--- config.mk ---
export PLATFORM = sky130hd
export DESIGN_NAME = uart_rx_core
export DESIGN_NICKNAME = d
export VERILOG_FILES = /design/src/rtl/uart_pkg.sv /design/src/rtl/uart_baud_tick.sv /design/src/rtl/uart_rx_core.sv
export SDC_FILE = /design/constraint.sdc
export NUM_CORES = 1
export LEC_CHECK = 0
export ABC_AREA = 1
export ABC_CLOCK_PERIOD_IN_PS = 3000
export BUFFER_PORTS_ARGS = -buffer_cell sky130_fd_sc_hd__buf_2
export CORE_MARGIN = 2
export CORE_UTILIZATION = 63
export DETAILED_ROUTE_END_ITERATION = 7
export PLACE_DENSITY = 0.9
export SETUP_SLACK_MARGIN = 0.02
export SYNTH_ARGS = -nofsm -noshare
export SYNTH_HDL_FRONTEND = slang
export SYNTH_SLANG_ARGS = --single-unit
--- constraint.sdc ---
create_clock -name i_clk -period 3 [get_ports i_clk]
set_clock_uncertainty 0.2 [all_clocks]
set_input_delay 0.45 -clock i_clk [delete_from_list [all_inputs] [get_ports i_clk]]
set_output_delay 0.45 -clock i_clk [all_outputs]
set_load 0.05 [all_outputs]
--- src/rtl/uart_pkg.sv ---
// Shared types and helpers for the UART receive path.
// Holds the RX state encoding and the baud divider arithmetic.
package uart_pkg;

    localparam int OVERSAMPLE = 16;

    typedef enum logic [1:0] {
        IDLE,
        START,
        DATA,
        STOP
    } rx_state_t;

    function automatic int calc_div(
        input int clk_freq,
        input int baud_rate,
        input int oversample
    );
        return clk_freq / (baud_rate * oversample);
    endfunction

    function automatic int cnt_width(input int div);
        return (div > 1) ? $clog2(div) : 1;
    endfunction

endpackage

--- src/rtl/uart_baud_tick.sv ---
// Free-running oversampling tick generator.
// Emits a one-cycle pulse every DIV clocks.
module uart_baud_tick
    import uart_pkg::*;
#(
    parameter int DIV = 325,
    parameter int CW  = cnt_width(DIV)
) (
    input  logic clk,
    input  logic rst_n,
    output logic tick
);

    localparam logic [CW-1:0] LAST = CW'(DIV - 1);

    logic [CW-1:0] cnt;

    always_ff @(posedge clk or negedge rst_n) begin
        if (!rst_n) begin
            cnt <= '0;
        end else if (cnt == LAST) begin
            cnt <= '0;
        end else begin
            cnt <= cnt + 1'b1;
        end
    end

    assign tick = (cnt == LAST);

endmodule

--- src/rtl/uart_rx_core.sv ---
// 8N1 UART receiver with integrated 16x baud tick generator.
// Define UART_RX_FRAME_ERR_EN to add the o_frame_err output.
module uart_rx_core
    import uart_pkg::*;
#(
    parameter int NB_BITS    = 8,
    parameter int CLK_FREQ   = 50_000_000,
    parameter int BAUD_RATE  = 9600,
    parameter int OVERSAMPLE = 16,
    parameter int SB_TICK    = 16
) (
    input  logic               i_clk,
    input  logic               i_rst,
    input  logic               i_rx,
    output logic [NB_BITS-1:0] o_data,
    output logic               o_rx_done,
    output logic               o_tick
`ifdef UART_RX_FRAME_ERR_EN
    ,
    output logic               o_frame_err
`endif
);

    localparam int DIV  = calc_div(CLK_FREQ, BAUD_RATE, OVERSAMPLE);
    localparam int CW   = cnt_width(DIV);
    localparam int SMAX = (SB_TICK > OVERSAMPLE) ? SB_TICK : OVERSAMPLE;
    localparam int SW   = $clog2(SMAX);
    localparam int NW   = (NB_BITS > 1) ? $clog2(NB_BITS) : 1;

    localparam logic [SW-1:0] S_MID  = SW'(OVERSAMPLE / 2 - 1);
    localparam logic [SW-1:0] S_LAST = SW'(OVERSAMPLE - 1);
    localparam logic [SW-1:0] S_STOP = SW'(SB_TICK - 1);
    localparam logic [NW-1:0] N_LAST = NW'(NB_BITS - 1);

    logic               tick;
    logic [1:0]         sync;
    logic               rx;
    rx_state_t          state;
    logic [SW-1:0]      s;
    logic [NW-1:0]      n;
    logic [NB_BITS-1:0] sreg;

    uart_baud_tick #(
        .DIV (DIV),
        .CW  (CW)
    ) u_tick (
        .clk   (i_clk),
        .rst_n (i_rst),
        .tick  (tick)
    );

    assign o_tick = tick;

    // Two-flop synchronizer; resets to the idle (high) line level.
    always_ff @(posedge i_clk or negedge i_rst) begin
        if (!i_rst) begin
            sync <= 2'b11;
        end else begin
            sync <= {sync[0], i_rx};
        end
    end

    assign rx = sync[1];

    always_ff @(posedge i_clk or negedge i_rst) begin
        if (!i_rst) begin
            state     <= IDLE;
            s         <= '0;
            n         <= '0;
            sreg      <= '0;
            o_data    <= '0;
            o_rx_done <= 1'b0;
`ifdef UART_RX_FRAME_ERR_EN
            o_frame_err <= 1'b0;
`endif
        end else begin
            o_rx_done <= 1'b0;
            unique case (state)
                IDLE: begin
                    if (!rx) begin
                        state <= START;
                        s     <= '0;
                    end
                end
                START: begin
                    if (tick) begin
                        // Mid start bit: a high line here was a glitch.
                        if (s == S_MID) begin
                            if (rx) begin
                                state <= IDLE;
                            end else begin
                                s     <= '0;
                                n     <= '0;
                                state <= DATA;
                            end
                        end else begin
                            s <= s + 1'b1;
                        end
                    end
                end
                DATA: begin
                    if (tick) begin
                        if (s == S_LAST) begin
                            s    <= '0;
                            sreg <= {rx, sreg[NB_BITS-1:1]};
                            if (n == N_LAST) begin
                                state <= STOP;
                            end else begin
                                n <= n + 1'b1;
                            end
                        end else begin
                            s <= s + 1'b1;
                        end
                    end
                end
                STOP: begin
                    if (tick) begin
                        if (s == S_STOP) begin
                            o_data    <= sreg;
                            o_rx_done <= 1'b1;
                            state     <= IDLE;
`ifdef UART_RX_FRAME_ERR_EN
                            o_frame_err <= !rx;
`endif
                        end else begin
                            s <= s + 1'b1;
                        end
                    end
                end
                default: state <= IDLE;
            endcase
        end
    end

endmodule

# [After elaboration in Yosys (flattened, before gate mapping)]
# Cells that the tools add are included.
[totals] reg_bits=37 latchBits=0 ramBits=0 mem_bits_ro=0 in_bits=3 out_inout_bits=10 wordCells=65 mem_count=0
[op_classes] n_addsub=3 multipliers=0 div_mod_pow=0 order_cmp=0 n_eq_ne=18 n_shift=0 mux=29 bitwise_logic=0 reduce_logical=7
[ops] op="two-way mux 4 bit" n=7
[ops] op="inequality test 2 bit (second input constant)" n=11
[ops] op="two-way mux 2 bit" n=9
[ops] op="two-way mux 3 bit" n=6
[ops] op="one-hot mux 4 bit (4 select lines)" n=1
[ops] op="adder 9 x 1 -> 9 bit (second input constant)" n=1
[ops] op="equality test 9 bit (second input constant)" n=1
[ops] op="two-way mux 9 bit" n=1
[ops] op="one-hot mux 2 bit (4 select lines)" n=1
[ops] op="AND reduction 8 bit" n=1
[ops] op="AND reduction 7 bit" n=1
[ops] op="one-hot mux 3 bit (2 select lines)" n=1
[ops] op="AND reduction 3 bit" n=2
[ops] op="adder 4 x 1 -> 4 bit (second input constant)" n=1
[ops] op="equality test 2 bit (second input constant)" n=2
[ops] op="equality test 4 x 3 -> 1 bit (second input constant)" n=1
[ops] op="equality test 4 bit (second input constant)" n=1
[ops] op="AND reduction 4 bit" n=1
[ops] op="adder 3 x 1 -> 3 bit (second input constant)" n=1
[ops] op="equality test 3 bit (second input constant)" n=1
[ops] op="two-way mux 1 bit" n=3
[ops] op="equality test 2 x 1 -> 1 bit (second input constant)" n=1
[ops] op="zero test 2 bit" n=1
[ops] op="nonzero test 2 bit" n=1

# [Longest topological paths before layout]
[logic_depth] depth_word=5 ltp_mapped=11 depth_no_buf=11

# [Hierarchy]
# A second synthesis with hierarchy kept.
[unflattened] cells_unflattened=228 area_unflattened_um2=1840.5
[modules_own_cells] mod="uart_rx_core" instances=1 cells_per_inst=161 area_each_um2=1360.1
[modules_own_cells] mod="uart_baud_tick" instances=1 cells_per_inst=67 area_each_um2=480.5

# [Worst setup path after synthesis]
# Ideal clock, no wire load.
[synth_timing] path_kind="register to register" from="reg u_tick.cnt[0]" to="reg o_data[1]" setup_ps=117 arrival_time_ps=1445 required_ps=2683 slack_ps=1238 stages_incl_launch_ff=11 path_buffers=1 synth_period_minus_slack_ps=1762 path_cell_list="dfrtp_1 > inv_1 > ha_1 > nand2_1 > nor2_1 > nand2_2 > inv_4 > nand2_2 > buf_6 > o21ai_1 > inv_1"
[synth_via] elab_chain_len=2
[synth_lines] element="start, declared" line_no="uart_baud_tick.sv:16" text="logic [CW-1:0] cnt;"
[synth_lines] element="start signal, assigned" line_no="uart_baud_tick.sv:24" text="cnt <= cnt + 1'b1;"
[synth_lines] element="equality test 9 bit" line_no="uart_baud_tick.sv:28" text="assign tick = (cnt == LAST);"
[synth_lines] element="net o_tick" line_no="uart_rx_core.sv:17" text="output logic o_tick"
[synth_lines] element="AND reduction 3 bit (no line)"
[synth_lines] element="end signal, assigned" line_no="uart_rx_core.sv:119" text="o_data <= sreg;"
[synth_lines] element="end, declared" line_no="uart_rx_core.sv:15" text="output logic [NB_BITS-1:0] o_data,"
# The timed path passes the listed nets, and every way through them passes these cells.
# A chain may end at the register's enable or synchronous reset.

# [Worst setup path after layout]
[layout_timing] from="reg u_tick.cnt[0]" to="out o_tick"
[layout_via] elab_chain_len=1
[layout_lines] element="equality test 9 bit" line_no="uart_baud_tick.sv:28"
[layout_lines] element="end, declared" line_no="uart_rx_core.sv:17"
# No other way between the ends.

==> impl_summary.txt <==
----------------------------------------------------
[Place]
  Buffers added on ports ... 12
  Hpwl dp ... 2170 µm
  Dpl cell area ... 1940 µm²
  Worst-case setup slack after placement ... 1.06 ns
  Routability Congestion ... 0.898

[Timing]
  RSZ-0062 raised after global routing ... false
  Share of the cycle needed by the critical path after routing ... 0.777
  Highest attainable clock frequency ... 429 MHz
  Final worst-path setup slack ... 0.669 ns
  Final hold violation count ... 0
  Worst relative slew slack ... 0.485
  Slew at the pin closest to its max-slew limit ... 0.773 ns
  Final hold slack ... 0.165 ns
  Slew Limit Fails ... 0
  Fin Setup TNS ... 0 ns
  # setup viols final ... 0
  Post-layout minimum cycle time ... 2.33 ns

[Synthesis]
  Number of distinct library cells after synthesis ... 24
  Post-Syn Nets ... 244
  Synthesized instance count ... 236
  FF+latch count, synth ... 37
  Part of the Yosys area used for sequential elements ... 0.497
  Fraction of synthesis flops using an asynchronous set or reset pin ... 1.00
  Number of enable flip-flop cells after synthesis ... 0
  Post-synthesis instance area ... 1870 µm²
  Most frequently used flop master after synthesis ... sky130_fd_sc_hd__dfrtp_1
  Post-Synthesis Mean Instance Area ... 7.92 µm²
  Yosys warning total ... 0

[Layout]
  End-of-flow core utilization ... 0.736
  Relative area change from synthesis to final layout ... 9.64%
  Leading cell type in the layout, fill and taps excluded ... sky130_fd_sc_hd__nand2_1
  Final net count ... 263
  Commonest cells after routing, fill and taps aside ... sky130_fd_sc_hd__nand2_1, sky130_fd_sc_hd__inv_1, sky130_fd_sc_hd__dfrtp_1
  Fraction of layout cells with a size suffix above 1 ... 0.160
  Number of antenna repair diodes ... 0
  Final Instance Area ... 2050 µm²

[Floorplanning]
  Num ports ... 13
  Y dimension of the die ... 58.5 µm
  Floorplan Core Area ... 2780 µm²
  Initial standard-cell utilization of the core ... 0.672
  Die width ... 58.5 µm
  Standard-cell rows ... 19
  Die outline area ... 3420 µm²

[Outcome]
  Run status ... finished clean

[Detailed routing]
  Via count of the routed design ... 1433
  Via-per-instance ratio ... 4.99
  Number of detailed-route iterations in the first pass ... 4
  Post-detailed-route DRC marker count ... 0
  Final WL ... 3020 µm
  Iteration-0 DRC count of the detailed router ... 90
  Wire length per cell after detailed routing ... 10.5 µm
  DRT antenna net count ... 0

[CTS]
  Skew-Pair Late Insertion Delay ... 0.36 ns
  Number of buffers created by CTS ... 5
  Number of sinks on the clock net ... 37
  Reg clk slew, reported paths ... 0.11 ns
  Clk root buf ... sky130_fd_sc_hd__clkbuf_4
  Max Root-Sink Buffers ... 2
  Deepest level of the CTS H-tree ... 2
  CTS tree ... built

[Critical path]
  Crit path buffers/inverters ... 3
  Category of the most critical setup path ... flop to primary output
  Max FO, Critical Path ... 8
  Cells traversed along the worst timing path ... inv_1, ha_1, nand2_1, nor2_1, nand2_2, inv_4, buf_2
  Biggest cell delay along the critical path ... 0.42 ns
  Launching element type of the critical path ... flop
  CP max-delay cell ... sky130_fd_sc_hd__dfrtp_1
  Cell type group with the largest total delay on the critical path ... buffers and inverters
  Crit path required time ... 2.35 ns
  Element type at the critical path end ... primary output
  Arrival @ worst endpoint ... 1.68 ns

[Power]
  Sequential share of power ... 0.580
  Clk pwr share ... 0.405
  Power per Cell Area ... 423 nW/µm²
  Power dissipated by switching net loads ... 0.186 mW
  Share of power burned in combinational logic ... 0.015
  Maximum VDD drop ... 601 µV
  Switching share of power ... 0.215
  Total leakage power ... 1.26 nW
  Cell-internal power ... 0.680 mW

[Min path]
  Worst Hold Class ... flop to flop

[Global route]
  Residual overflow from global routing ... 0
  Global-route usage over all layers ... 0.218
  Number of antenna violations at the first check in global routing ... 0
  Wire length of the first global-routing pass ... 5490 µm
  Number of global-route vias before repair ... 1302
  Largest net degree at the start of global routing ... 38

[Run]
  Max-Cap Viols ... 0

----------------------------------------------------
[registers in the layout, indices dropped and copies added, names as in the netlist, named ones only]
signal,cells
n,3
s,4
o_rx_done,1
o_data,8
u_tick.cnt,9
sreg,8
state,1
sync,2
[per-stage QoR]
stage | instances | power, mW
after global routing | 287 | 0.892
final | 287 | 0.866
after detailed placement | 277 | 0.524
after floorplan | 236 | 0.513
after global placement | 277 | 0.524
after CTS | 287 | 0.872
[Yosys cell counts, types with 2 or more instances]
cell / n / area (µm²)
sky130_fd_sc_hd__buf_6: 2 / 22.5
sky130_fd_sc_hd__dfrtp_1: 35 / 876
sky130_fd_sc_hd__a21oi_1: 5 / 25.0
sky130_fd_sc_hd__nor2_1: 11 / 41.3
sky130_fd_sc_hd__nand2_2: 4 / 25.0
sky130_fd_sc_hd__inv_2: 7 / 26.3
sky130_fd_sc_hd__nand4_1: 4 / 25.0
sky130_fd_sc_hd__o21ai_1: 20 / 100
sky130_fd_sc_hd__dfstp_2: 2 / 52.6
sky130_fd_sc_hd__inv_1: 51 / 191
sky130_fd_sc_hd__ha_1: 5 / 62.6
sky130_fd_sc_hd__nor3_1: 2 / 10.0
sky130_fd_sc_hd__nand2_1: 59 / 221
sky130_fd_sc_hd__nand3_1: 14 / 70.1
sky130_fd_sc_hd__xor2_1: 3 / 26.3
sky130_fd_sc_hd__nor2_2: 3 / 18.8
sky130_fd_sc_hd__o21ai_0: 2 / 10.0
[power groups by stage]
stage                     Sequential, mW  Combinational, mW  Clock [mW]
final                              0.502             0.0132       0.351
after global routing               0.503             0.0159       0.373
after CTS                          0.502             0.0140       0.356
after detailed placement           0.512             0.0121           0
after global placement             0.512             0.0121           0
after floorplan                    0.512            0.00115           0
[what timing repair did]
action / in CTS / in global routing
hold buffers: 2 / 0
endpoints found under the hold margin: 36 / 0
resized for setup: 0 / 0
setup buffers: 0 / 0
[metal layers]
| layer | up-vias | track usage | share of wire |
|---|---|---|---|
| met4 | 0 | 0.110 | 0.023 |
| met3 | 8 | 0.0527 | 0.037 |
| met5 | - | 0 | 0 |
| met2 | 25 | 0.345 | 0.47 |
| li1 | 756 | - | - |
| met1 | 644 | 0.279 | 0.47 |
[path summary, 6_finish.rpt]
| kind | start | endpoint | slack (ns) | depth (start not counted) |
|---|---|---|---|---|
| setup / recovery | u_tick.cnt[0]$_DFF_PN0_ | o_tick | 0.67 | 7 |
| hold / removal | sync[0]$_DFF_PN1_ | sync[1]$_DFF_PN1_ | 0.16 | 0 |
| setup reg to reg | u_tick.cnt[0]$_DFF_PN0_ | s[1]$_DFFE_PN0P_ | 1.19 | 11 |
| hold reg to reg | sync[0]$_DFF_PN1_ | sync[1]$_DFF_PN1_ | 0.16 | 0 |
| max in group asynchronous | i_rst | s[0]$_DFFE_PN0P_ | 1.62 | 2 |
| min in group asynchronous | i_rst | sreg[2]$_DFFE_PN0P_ | 0.50 | 2 |
[cell type report]
class | count | area [µm²]
Timing Repair Buffer | 14 | 80.1
Fill cell | 220 | 733
Sequential cell | 37 | 928
Clock buffer | 5 | 37.5
Tap cell | 31 | 38.8
Clock inverter | 3 | 46.3
Inverter | 59 | 224
Multi-Input combinational cell | 138 | 693
[kinds of logic after synthesis]
family	share of synthesized area
compound gates	0.0810
xor+xnor	0.0141
buf+inv	0.132
simple gates	0.242
flops	0.497
fa+ha+maj	0.0335
(Power assumes the default switching activity.)
